### src/rtl/ctrl_sequencer_pkg.sv
// ctrl_sequencer_pkg: opcode and sequencer state types shared by the VeriRISC control stage
package ctrl_sequencer_pkg;
  typedef enum logic [2:0] {HLT, SKZ, ADD, AND, XOR, LDA, STO, JMP} opcode_t;
  typedef enum logic [2:0] {INST_ADDR, INST_FETCH, INST_LOAD, IDLE, OP_ADDR, OP_FETCH, ALU_OP, STORE} state_t;
  function automatic logic is_aluop(opcode_t op);
    return op inside {ADD, AND, XOR, LDA};
  endfunction
endpackage

### src/rtl/ctrl_sequencer_if.sv
// ctrl_sequencer_if: opcode/zero inputs and control strobes of the sequencer
//   master: drives opcode, zero; observes strobes and instr_count
//   slave:  the sequencer side
interface ctrl_sequencer_if #(parameter int CNT_WIDTH = 16);
  import ctrl_sequencer_pkg::*;
  opcode_t opcode;
  logic zero;
  logic sel;
  logic rd;
  logic ld_ir;
  logic inc_pc;
  logic halt;
  logic ld_pc;
  logic data_e;
  logic ld_ac;
  logic wr;
  logic [CNT_WIDTH-1:0] instr_count;
  modport master(output opcode, zero,
                 input sel, rd, ld_ir, inc_pc, halt, ld_pc, data_e, ld_ac, wr, instr_count);
  modport slave(input opcode, zero,
                output sel, rd, ld_ir, inc_pc, halt, ld_pc, data_e, ld_ac, wr, instr_count);
endinterface

### src/rtl/ctrl_sequencer.sv
// ctrl_sequencer: 8-state VeriRISC instruction sequencer with sticky halt and retired-instruction counter
//   clk_  : rising-edge clock
//   rst_n : asynchronous active-low reset
//   bus   : opcode/zero in; sel, rd, ld_ir, inc_pc, halt, ld_pc, data_e, ld_ac, wr, instr_count out
module ctrl_sequencer
  import ctrl_sequencer_pkg::*;
#(
  parameter int CNT_WIDTH = 16
) (
  input logic clk_,
  input logic rst_n,
  ctrl_sequencer_if.slave bus
);
  state_t r_state;
  state_t w_next;
  logic r_halted;
  logic [CNT_WIDTH-1:0] r_count;
  logic w_hlt;
  logic w_alu;
  assign w_hlt = bus.opcode == HLT;
  assign w_alu = is_aluop(bus.opcode);
  assign bus.instr_count = r_count;
  always_ff @(posedge clk_ or negedge rst_n) begin
    if (!rst_n) begin
      r_state <= INST_ADDR;
      r_halted <= 1'b0;
      r_count <= '0;
    end else begin
      r_state <= w_next;
      r_halted <= r_halted | (r_state == OP_ADDR && w_hlt);
      r_count <= r_count + CNT_WIDTH'(r_state == STORE);
    end
  end
  // the state_t encoding is sequential, so +1 walks the instruction cycle
  always_comb begin
    w_next = r_state == OP_ADDR && (r_halted || w_hlt) ? OP_ADDR :
             r_state == STORE ? INST_ADDR : state_t'(r_state + 3'd1);
  end
  always_comb begin
    bus.sel = 1'b0;
    bus.rd = 1'b0;
    bus.ld_ir = 1'b0;
    bus.inc_pc = 1'b0;
    bus.halt = 1'b0;
    bus.ld_pc = 1'b0;
    bus.data_e = 1'b0;
    bus.ld_ac = 1'b0;
    bus.wr = 1'b0;
    case (r_state)
      INST_ADDR: bus.sel = 1'b1;
      INST_FETCH: begin
        bus.sel = 1'b1;
        bus.rd = 1'b1;
      end
      INST_LOAD, IDLE: begin
        bus.sel = 1'b1;
        bus.rd = 1'b1;
        bus.ld_ir = 1'b1;
      end
      OP_ADDR: begin
        bus.inc_pc = !w_hlt && !r_halted;
        bus.halt = w_hlt || r_halted;
      end
      OP_FETCH: bus.rd = w_alu;
      ALU_OP: begin
        bus.rd = w_alu;
        bus.inc_pc = bus.opcode == SKZ && bus.zero;
        bus.ld_pc = bus.opcode == JMP;
        bus.data_e = bus.opcode == STO;
      end
      STORE: begin
        bus.rd = w_alu;
        bus.ld_ac = w_alu;
        bus.inc_pc = bus.opcode == JMP;
        bus.ld_pc = bus.opcode == JMP;
        bus.wr = bus.opcode == STO;
        bus.data_e = bus.opcode == STO;
      end
      default: ;
    endcase
  end
endmodule

### src/flat_wrapper.sv
// flat-port wrapper written by rule: the top's interface ports become plain ports
module ctrl_sequencer_flat import ctrl_sequencer_pkg::*;
#(
  parameter int CNT_WIDTH = 16
)
  (clk_, rst_n, bus_opcode, bus_zero, bus_sel, bus_rd, bus_ld_ir, bus_inc_pc, bus_halt, bus_ld_pc, bus_data_e, bus_ld_ac, bus_wr, bus_instr_count);
  ctrl_sequencer_if #(.CNT_WIDTH(CNT_WIDTH)) bus_i ();
  input logic clk_;
  input logic rst_n;
  input wire logic [$bits(bus_i.opcode)-1:0] bus_opcode;
  input wire logic [$bits(bus_i.zero)-1:0] bus_zero;
  output wire logic [$bits(bus_i.sel)-1:0] bus_sel;
  output wire logic [$bits(bus_i.rd)-1:0] bus_rd;
  output wire logic [$bits(bus_i.ld_ir)-1:0] bus_ld_ir;
  output wire logic [$bits(bus_i.inc_pc)-1:0] bus_inc_pc;
  output wire logic [$bits(bus_i.halt)-1:0] bus_halt;
  output wire logic [$bits(bus_i.ld_pc)-1:0] bus_ld_pc;
  output wire logic [$bits(bus_i.data_e)-1:0] bus_data_e;
  output wire logic [$bits(bus_i.ld_ac)-1:0] bus_ld_ac;
  output wire logic [$bits(bus_i.wr)-1:0] bus_wr;
  output wire logic [$bits(bus_i.instr_count)-1:0] bus_instr_count;
  assign bus_i.opcode = bus_opcode;
  assign bus_i.zero = bus_zero;
  assign bus_sel = bus_i.sel;
  assign bus_rd = bus_i.rd;
  assign bus_ld_ir = bus_i.ld_ir;
  assign bus_inc_pc = bus_i.inc_pc;
  assign bus_halt = bus_i.halt;
  assign bus_ld_pc = bus_i.ld_pc;
  assign bus_data_e = bus_i.data_e;
  assign bus_ld_ac = bus_i.ld_ac;
  assign bus_wr = bus_i.wr;
  assign bus_instr_count = bus_i.instr_count;
  ctrl_sequencer #(.CNT_WIDTH(CNT_WIDTH)) u_core (.clk_(clk_), .rst_n(rst_n), .bus(bus_i));
endmodule
### config.mk
export PLATFORM = sky130hd
export DESIGN_NAME = ctrl_sequencer_flat
export DESIGN_NICKNAME = d
export VERILOG_FILES = /design/src/rtl/ctrl_sequencer_pkg.sv /design/src/rtl/ctrl_sequencer_if.sv /design/src/rtl/ctrl_sequencer.sv /design/src/flat_wrapper.sv
export SDC_FILE = /design/constraint.sdc
export NUM_CORES = 1
export LEC_CHECK = 0
export CAP_MARGIN = 40
export CORE_MARGIN = 5
export CORE_UTILIZATION = 35
export DETAILED_ROUTE_END_ITERATION = 6
export GPL_ROUTABILITY_DRIVEN = 1
export SLEW_MARGIN = 20
export SYNTH_ARGS = -nofsm -noshare
export SYNTH_HDL_FRONTEND = slang
export SYNTH_SLANG_ARGS = --single-unit
### constraint.sdc
create_clock -name clk_ -period 2.6 [get_ports clk_]
set_input_delay 0.39 -clock clk_ [delete_from_list [all_inputs] [get_ports clk_]]
set_output_delay 0.39 -clock clk_ [all_outputs]
set_load 0.05 [all_outputs]
==> results.json <==
{
  "whs_ns": 0.409,
  "endpoint": "bus_inc_pc",
  "wire_per_inst_um": 13.4,
  "dp.cells": 161,
  "grt_start_max_net_pins": 21,
  "htree_levels": 1,
  "yosysWarnings": 0,
  "ctsResizeCount": 0,
  "core_area_sq_um": 3000,
  "cp.depth": 6,
  "drt-total-wl_mm": 2.21,
  "cp_common_cell": "ha_1",
  "hold_path_class": "input pin to async pin",
  "die_h_um": 65.5,
  "skew_ns": 0.00236,
  "overflow": 0,
  "top_usage_layer": "met2",
  "synth_seq_cells": 20,
  "synth_cell_types": 25,
  "fin_nets": 146,
  "hold_viol_final": 0,
  "clock-root-buffer": "clkbuf_4",
  "status": "completed",
  "dieArea_sq_um": 4290,
  "io_pins": 31,
  "grt_pass1_wl_mm": 3.82,
  "period_minus_slack_ns": 2.33,
  "cp-startpoint": "u_core.r_state[1]",
  "vdd_ir_drop_max_v": 0.000334,
  "cp.required_ns": 2.21,
  "r2r_slack_ns": 0.45,
  "p_per_area_nw_per_um2": 389,
  "synthCells": 97,
  "hold_buffers": 0,
  "path_clk_slew_ns": 0.11,
  "r2r-end": "u_core.bus.instr_count[12]",
  "antenna_found_initial": 0,
  "vias": 834,
  "cts_buffers": 3,
  "max_stage_delay_ns": 0.46,
  "clk_latency_ns": 0.30,
  "fin_setup_tns_ns": 0,
  "worstRegToRegCells": 7,
  "cts_tree": "yes",
  "cap_violations": 0,
  "grt_setup_unrepaired": "false",
  "final_cells": 165,
  "slew_headroom": 0.665,
  "yosysTopAreaCell": "dfrtp_1",
  "clock-sinks": 20,
  "grt_util_met1": 0.151,
  "cp_max_fo": 6,
  "regToRegStartpoint": "u_core.r_state[1]",
  "crit_family": "flip-flops",
  "use_met3": 0.0359,
  "critPathCaptureType": "output pin",
  "grt_usage": 0.116,
  "post_drt_via_cell_ratio": 5.05,
  "synth_area_leaders": "dfrtp_1 (46%), ha_1 (8.1%), xor2_1 (8.1%)",
  "drive_gt1_frac": 0.167,
  "critical_path_class": "flip-flop to output pin",
  "setup_ws_ns": 0.266,
  "cp_slowest_cell": "dfrtp_1",
  "critPathArrivalTime_ns": 1.94,
  "yosysSeqAreaShare": 0.465,
  "cts_setup_buffers": 0,
  "yosys.area.top_type_share": 0.465,
  "initial_utilization": 0.359,
  "grt_pass1_vias": 824,
  "portBuffers": 30,
  "die_w_um": 65.5,
  "cp.buffers_inverters": 2,
  "setup_viol": 0,
  "drc": 0,
  "syn_to_final_growth_pct": 39.1,
  "hpwl_mm": 1.72,
  "firstDrtPassIters": 4,
  "crit_chain": "ha_1 > ha_1 > inv_1 > o32a_1 > o22ai_1 > buf_12",
  "drtAntennaViolNets": 0,
  "drv_slew": 0,
  "diodes": 0,
  "fin_area_sq_um": 1500,
  "rows": 20,
  "avgSynthCellArea_sq_um": 11.1,
  "p_leak_uw": 0.000677,
  "drt_first_iter_violations": 32,
  "pre_cts_slack_ns": 0.413,
  "grt_use_met2": 0.181,
  "cp-start-kind": "flip-flop",
  "clock.fmax_mhz": 429,
  "place_congestion": 0.746,
  "synth_nets": 110,
  "finalCritPeriodShare": 0.898,
  "worst_pin_slew_ns": 0.501,
  "placed_area_sq_um": 1450,
  "syn_area_sq_um": 1080,
  "clock_path_buffers": 2
}
-- kinds of logic after synthesis --
family / synth area share
buffers and inverters: 0.0244
adders and majority gates: 0.0813
DFF: 0.465
and+or+nand+nor: 0.258
xor gates and xnor gates: 0.122
AOI/OAI and AO/OA: 0.0499
-- cell usage after synthesis --
library cell / n
nand4_1: 3
nand2_2: 1
ha_1: 7
nor3_1: 7
dfrtp_1: 20
or2_1: 1
nor4b_1: 1
nand4_4: 1
inv_1: 7
o31a_1: 1
o21ai_0: 1
xnor2_1: 5
o21ai_1: 1
o22ai_1: 1
a21oi_2: 1
nor4_2: 5
nand2_1: 7
nor2_1: 5
o32a_1: 1
a21oi_1: 2
nand3_4: 2
nor3b_1: 1
xor2_1: 10
or3_1: 1
nand3_1: 5
-- sequential cells by signal, indices dropped and copies added, names as in the netlist --
register                count
u_core.bus.instr_count     16
u_core.r_state              3
u_core.r_halted             1
-- stage by stage --
stage	total power (uW)	util
after floorplan	322	-
final	584	0.499
after CTS	598	0.499
after global placement	339	0.482
after detailed placement	340	0.482
after global routing	614	0.499
-- cell type report --
cell class	instances	area (sq um)
Fill cell	294	1500
Multi-Input combinational cell	70	551
Sequential cell	20	500
Timing Repair Buffer	31	328
Tap cell	33	41.3
Clock inverter	1	30.0
Inverter	7	26.3
Clock buffer	3	22.5
-- metal layers --
layer  wire length (um)  share of wire
met1               1000           0.45
met2               1080           0.49
met3                 99          0.045
met4                 27          0.012
met5                  0              0
-- worst min path at each step --
| stage | start | endpoint | slack, ns | depth (start not counted) |
|---|---|---|---|---|
| 2_1_floorplan | rst_n | u_core.bus.instr_count[0] | 0.09 | 0 |
| 3_3_place_gp | u_core.bus.instr_count[15] | u_core.bus.instr_count[15] | 0.46 | 1 |
| 3_5_place_dp | u_core.bus.instr_count[15] | u_core.bus.instr_count[15] | 0.47 | 1 |
| 4_1_cts | rst_n | u_core.bus.instr_count[3] | 0.40 | 2 |
| 5_1_grt | rst_n | u_core.bus.instr_count[15] | 0.40 | 2 |
| 6_report | rst_n | u_core.bus.instr_count[15] | 0.41 | 2 |
-- where the power goes --
part	total (uW)	switching, uW	internal, uW
combinational	22.1	12.4	9.71
clock	251	95.0	156
sequential	311	0	311
total	584	107	476
-- layout by cell type, fill, tap and decap left out --
master and instances:
xnor2_1 5, nand2_2 1, clkdlybuf4s50_1 23, inv_1 7, a21oi_1 2, buf_12 3, a21oi_2 1, buf_4 5
o31a_1 1, nor3b_1 1, or3_1 1, nor4b_1 1, nand4_1 3, bufinv_16 1, o22ai_1 1, dfrtp_1 20
nand3_1 5, o21ai_0 1, nand2_1 7, o21ai_1 1, clkbuf_4 3, nand4_4 1, ha_1 7, nand3_4 2
o32a_1 1, nor3_1 7, xor2_1 10, nor4_2 5, or2_1 1, nor2_1 5
No activity file was read; power rests on OpenSTA's default activity.
